File: config.mk
export PLATFORM = sky130hd
export DESIGN_NAME = serial_frame_rx_flat
export DESIGN_NICKNAME = d
export VERILOG_FILES = /design/src/rtl/serial_frame_rx_if.sv /design/src/rtl/serial_frame_rx.sv /design/src/flat_wrapper.sv
export SDC_FILE = /design/constraint.sdc
export NUM_CORES = 1
export LEC_CHECK = 0
export CAP_MARGIN = 20
export CORE_MARGIN = 2
export CORE_UTILIZATION = 55
export CTS_CLUSTER_SIZE = 24
export DETAILED_ROUTE_END_ITERATION = 7
export MAX_ROUTING_LAYER = met4
export PLACE_DENSITY_LB_ADDON = 0.12
export SLEW_MARGIN = 25
export SYNTH_ARGS = -nofsm -noshare
export SYNTH_HDL_FRONTEND = slang
export SYNTH_SLANG_ARGS = --single-unit
File: constraint.sdc
create_clock -name clk_i -period 3 [get_ports clk_i]
set_input_delay 0.6 -clock clk_i [delete_from_list [all_inputs] [get_ports clk_i]]
set_output_delay 0.6 -clock clk_i [all_outputs]
set_load 0.02 [all_outputs]
File: src/rtl/serial_frame_rx_if.sv
// Output-side bundle of serial_frame_rx: serial line in, word handshake and status pulses out.
// The slave modport is the receiver; the master modport is whoever drives SIN and consumes words.
interface serial_frame_rx_if #(
  parameter int unsigned Width = 8
);
  logic             sin;
  logic [Width-1:0] dout;
  logic             dvalid;
  logic             dready;
  logic             busy;
  logic             ferr;
  logic             perr;
  logic             ovr;

  modport slave (
    input  sin,
    input  dready,
    output dout,
    output dvalid,
    output busy,
    output ferr,
    output perr,
    output ovr
  );

  modport master (
    output sin,
    output dready,
    input  dout,
    input  dvalid,
    input  busy,
    input  ferr,
    input  perr,
    input  ovr
  );
endinterface

File: src/rtl/serial_frame_rx.sv
// Serial frame receiver: start bit, Width data bits LSB first, optional even parity, stop bit.
// Even parity is compiled in when SERIAL_FRAME_RX_PARITY_EN is defined.
module serial_frame_rx #(
  parameter int unsigned Width = 8
) (
  input logic              clk_i,
  input logic              rst_ni,
  serial_frame_rx_if.slave bus_io
);

  localparam int unsigned CntW = $clog2(Width);

  typedef enum logic [1:0] {StIdle, StData, StPar, StStop} state_e;

  state_e           state_q;
  logic [CntW-1:0]  cnt_q;
  logic [Width-1:0] shift_q;
  logic [Width-1:0] dout_q;
  logic             dvalid_q;
  logic             ferr_q;
  logic             perr_q;
  logic             ovr_q;
  logic             par_bad;

`ifdef SERIAL_FRAME_RX_PARITY_EN
  logic par_q;
  assign par_bad = (^shift_q) != par_q;
`else
  assign par_bad = 1'b0;
`endif

  always_ff @(posedge clk_i) begin
    if (!rst_ni) begin
      state_q  <= StIdle;
      cnt_q    <= '0;
      shift_q  <= '0;
      dout_q   <= '0;
      dvalid_q <= 1'b0;
      ferr_q   <= 1'b0;
      perr_q   <= 1'b0;
      ovr_q    <= 1'b0;
`ifdef SERIAL_FRAME_RX_PARITY_EN
      par_q    <= 1'b0;
`endif
    end else begin
      ferr_q <= 1'b0;
      perr_q <= 1'b0;
      ovr_q  <= 1'b0;
      if (dvalid_q && bus_io.dready) begin
        dvalid_q <= 1'b0;
      end
      unique case (state_q)
        StIdle: begin
          if (!bus_io.sin) begin
            state_q <= StData;
            cnt_q   <= '0;
          end
        end
        StData: begin
          shift_q <= {bus_io.sin, shift_q[Width-1:1]};
          cnt_q   <= cnt_q + CntW'(1);
          if (cnt_q == CntW'(Width - 1)) begin
`ifdef SERIAL_FRAME_RX_PARITY_EN
            state_q <= StPar;
`else
            state_q <= StStop;
`endif
          end
        end
        StPar: begin
`ifdef SERIAL_FRAME_RX_PARITY_EN
          par_q <= bus_io.sin;
`endif
          state_q <= StStop;
        end
        StStop: begin
          // A low line here is a bad stop bit, never a new start bit.
          state_q <= StIdle;
          if (!bus_io.sin) begin
            ferr_q <= 1'b1;
          end else if (par_bad) begin
            perr_q <= 1'b1;
          end else if (dvalid_q && !bus_io.dready) begin
            ovr_q <= 1'b1;
          end else begin
            dout_q   <= shift_q;
            dvalid_q <= 1'b1;
          end
        end
        default: state_q <= StIdle;
      endcase
    end
  end

  assign bus_io.dout   = dout_q;
  assign bus_io.dvalid = dvalid_q;
  assign bus_io.busy   = (state_q != StIdle);
  assign bus_io.ferr   = ferr_q;
  assign bus_io.perr   = perr_q;
  assign bus_io.ovr    = ovr_q;

endmodule

File: src/flat_wrapper.sv
// flat-port wrapper written by rule: the top's interface ports become plain ports
module serial_frame_rx_flat 
#(
  parameter int unsigned Width = 8
)
  (clk_i, rst_ni, bus_io_sin, bus_io_dready, bus_io_dout, bus_io_dvalid, bus_io_busy, bus_io_ferr, bus_io_perr, bus_io_ovr);
  serial_frame_rx_if #(.Width(Width)) bus_io_i ();
  input logic clk_i;
  input logic rst_ni;
  input wire logic [$bits(bus_io_i.sin)-1:0] bus_io_sin;
  input wire logic [$bits(bus_io_i.dready)-1:0] bus_io_dready;
  output wire logic [$bits(bus_io_i.dout)-1:0] bus_io_dout;
  output wire logic [$bits(bus_io_i.dvalid)-1:0] bus_io_dvalid;
  output wire logic [$bits(bus_io_i.busy)-1:0] bus_io_busy;
  output wire logic [$bits(bus_io_i.ferr)-1:0] bus_io_ferr;
  output wire logic [$bits(bus_io_i.perr)-1:0] bus_io_perr;
  output wire logic [$bits(bus_io_i.ovr)-1:0] bus_io_ovr;
  assign bus_io_i.sin = bus_io_sin;
  assign bus_io_i.dready = bus_io_dready;
  assign bus_io_dout = bus_io_i.dout;
  assign bus_io_dvalid = bus_io_i.dvalid;
  assign bus_io_busy = bus_io_i.busy;
  assign bus_io_ferr = bus_io_i.ferr;
  assign bus_io_perr = bus_io_i.perr;
  assign bus_io_ovr = bus_io_i.ovr;
  serial_frame_rx #(.Width(Width)) u_core (.clk_i(clk_i), .rst_ni(rst_ni), .bus_io(bus_io_i));
endmodule
==> impl_metrics.json <==
{
  "ys_ff_latch": 24,
  "synth_top_family_by_area": "simple AND/OR/NAND/NOR gates",
  "final.period_utilization_pct": 78.28,
  "area.sequential_um2": 480.5,
  "drt_iter0_markers": 5,
  "setup_tns_ns": 0,
  "ioPinCount": 17,
  "muxShareOfSynthArea_pct": 16.88,
  "async_flop_share_pct": 0,
  "ys_warn_count": 0,
  "dieArea_um2": 2309,
  "highest_layer": "met4",
  "clock_sinks": 24,
  "final_cells": 148,
  "cts_setup_buffers": 0,
  "tightest_slew_ns": 0.5442,
  "netlist_instances": 109,
  "ant_nets": 0,
  "grt_max_degree": 38,
  "max_slew_margin_pct": 63.72,
  "overflow": 0,
  "drt_pre_antenna_iters": 3,
  "gp_congestion": 0.6792,
  "layout_setup_ws_ns": 0.6515,
  "synth_top_area_cell": "dfxtp_1",
  "rsz0062_at_grt": "no",
  "critical_path_class": "flip-flop to output pin",
  "syn_area_um2": 1067,
  "cts_root_buf": "clkbuf_4",
  "cp_data_arrival_time_ns": 1.75,
  "cts-htree-levels": 1,
  "drive_gt1_share_pct": 8.943,
  "io_buffers": 15,
  "place_ws_ns": 0.9981,
  "cts_buffer_depth": 2,
  "cts_inserted_buffers": 3,
  "final_common_cell": "nand2_1",
  "synth-edff-count": 0,
  "vias": 726,
  "n_antenna_cell": 0,
  "syn_nets": 119,
  "p_per_area_nw_per_um2": 608.2,
  "wl_met2_um": 738,
  "drc": 0,
  "cts_hold_buf": 0,
  "grt.total_usage_pct": 16.64,
  "leakagePower_nw": 0.4678,
  "cp-end-kind": "output pin",
  "synth-seq-area-share_pct": 45.02,
  "row_count": 15,
  "clock_skew_ns": 0.004470,
  "clock_latency_ns": 0.31,
  "start_kind": "flip-flop",
  "hpwl_um": 1099,
  "cts_tree": "done",
  "antenna_found_initial": 0,
  "cts_resized": 0,
  "initial_utilization_pct": 59.86,
  "die_w_um": 48.05,
  "hold_class": "flip-flop to flip-flop",
  "wl_met1_um": 742,
  "fmax_ghz": 0.4258,
  "syn_avg_cell_area_um2": 9.792,
  "wl_um": 1543,
  "area_growth_pct": 17.00,
  "layout_common_cells": "nand2_1 (28), dfxtp_1 (24), mux2i_1 (18), clkdlybuf4s50_1 (15), nor2b_1 (9)",
  "synth-adder-area-share_pct": 7.034,
  "synth_ff_type": "dfxtp_1",
  "nFillCells": 142,
  "first_global_vias": 629,
  "post_drt_wl_per_cell_um": 10.43,
  "worstPathMaxFanout": 5,
  "multi_input_area_um2": 528.0,
  "synth-simple-area-share_pct": 20.40,
  "status": "finished clean",
  "drt-vias-per-instance": 4.905,
  "netlist.area_leader.share_pct": 45.02,
  "synth.distinct_cells": 21,
  "placed_cells": 144,
  "synth_xor_area_share_pct": 0,
  "synthTopCellsByArea": "dfxtp_1 (45%), mux2i_1 (17%), nand2_1 (9.8%)",
  "maxCapViolations": 0,
  "hold_viol": 0,
  "nets": 134,
  "min_period_ns": 2.349,
  "peakVddDrop_uv": 438.8,
  "setup_violations": 0,
  "design.core.area_um2": 1783,
  "final_core_util_pct": 70.04,
  "dieHeight_um": 48.05,
  "worstPathRequired_ns": 2.40,
  "wl_met3_um": 47,
  "clkTransAtPathRegs_ns": 0.13,
  "grt_first_pass_wirelength_um": 2559,
  "slew_viol_final": 0,
  "synth_compound_area_share_pct": 4.807
}
-- cells in the mapped netlist, types with 2 or more instances --
cell      count
mux2i_1      18
inv_1         3
ha_1          6
nand2b_1      2
nor2b_1       9
o22ai_1       3
dfxtp_1      24
nand2_1      28
buf_4         3
nor2_1        2
-- final cells by class --
class | instances | area share, %
Clock buffer | 4 | 2.906
Inverter | 4 | 1.202
Multi-Input combinational cell | 75 | 42.28
Sequential cell | 24 | 38.48
Tap cell | 25 | 2.505
Timing Repair Buffer | 16 | 12.63
-- metrics by stage --
| step | total power, mW | area, µm² | hold WS (ns) |
|---|---|---|---|
| floorplan | 0.5609 | 1067 | 0.4374 |
| global placement | 0.5914 | 1212 | 0.4437 |
| detailed placement | 0.6005 | 1212 | 0.4504 |
| CTS | 0.7678 | 1249 | 0.4694 |
| global route | 0.8053 | 1249 | 0.4877 |
| finish | 0.7594 | 1249 | 0.4660 |
-- power by group --
part	switching [mW]	leakage, nW	internal (mW)
clock	0.0935	0.0210	0.0742
combinational	0.123	0.253	0.105
sequential	0.0203	0.194	0.343
-- critical path: stages, from the launching register on --
cell             delay (ns)
dfxtp_1                0.42
inv_1                  0.06
ha_1                   0.21
inv_1                  0.12
clkdlybuf4s50_1        0.62
-- path summary, 6_finish.rpt --
kind / start / to / depth (start not counted) / slack, ns
min: u_core.bus_io.dout[6]$_SDFFE_PN0P_ / u_core.bus_io.dout[6]$_SDFFE_PN0P_ / 2 / 0.47
min reg2reg: u_core.bus_io.dout[6]$_SDFFE_PN0P_ / u_core.bus_io.dout[6]$_SDFFE_PN0P_ / 2 / 0.47
max reg2reg: u_core.state_q[0]$_SDFFE_PN0P_ / u_core.state_q[0]$_SDFFE_PN0P_ / 4 / 1.43
max: u_core.state_q[0]$_SDFFE_PN0P_ / bus_io_busy / 4 / 0.65
-- registers in the layout, summed over array words and instances (netlist names) --
register,flops
u_core.bus_io.dout,8
u_core.shift_q,8
u_core.cnt_q,3
u_core.state_q,2
u_core.bus_io.dvalid,1
u_core.bus_io.ferr,1
u_core.bus_io.ovr,1
-- layer usage --
metal,GRT usage [%],vias to the layer above
met3,4.528,2
met1,18.54,334
li1,-,379
met2,28.00,11
met4,6.486,0
met5,-,-
-- kinds of logic (layout without fill, tap and decap cells) --
kind of cell | count (synthesis) | after routing
compound gates | 6 | 6
simple gates | 44 | 44
other cells | 1 | 1
fa+ha+maj | 6 | 6
buf+inv | 10 | 24
flops | 24 | 24
mux | 18 | 18
Power figures use the tool's default switching activity.
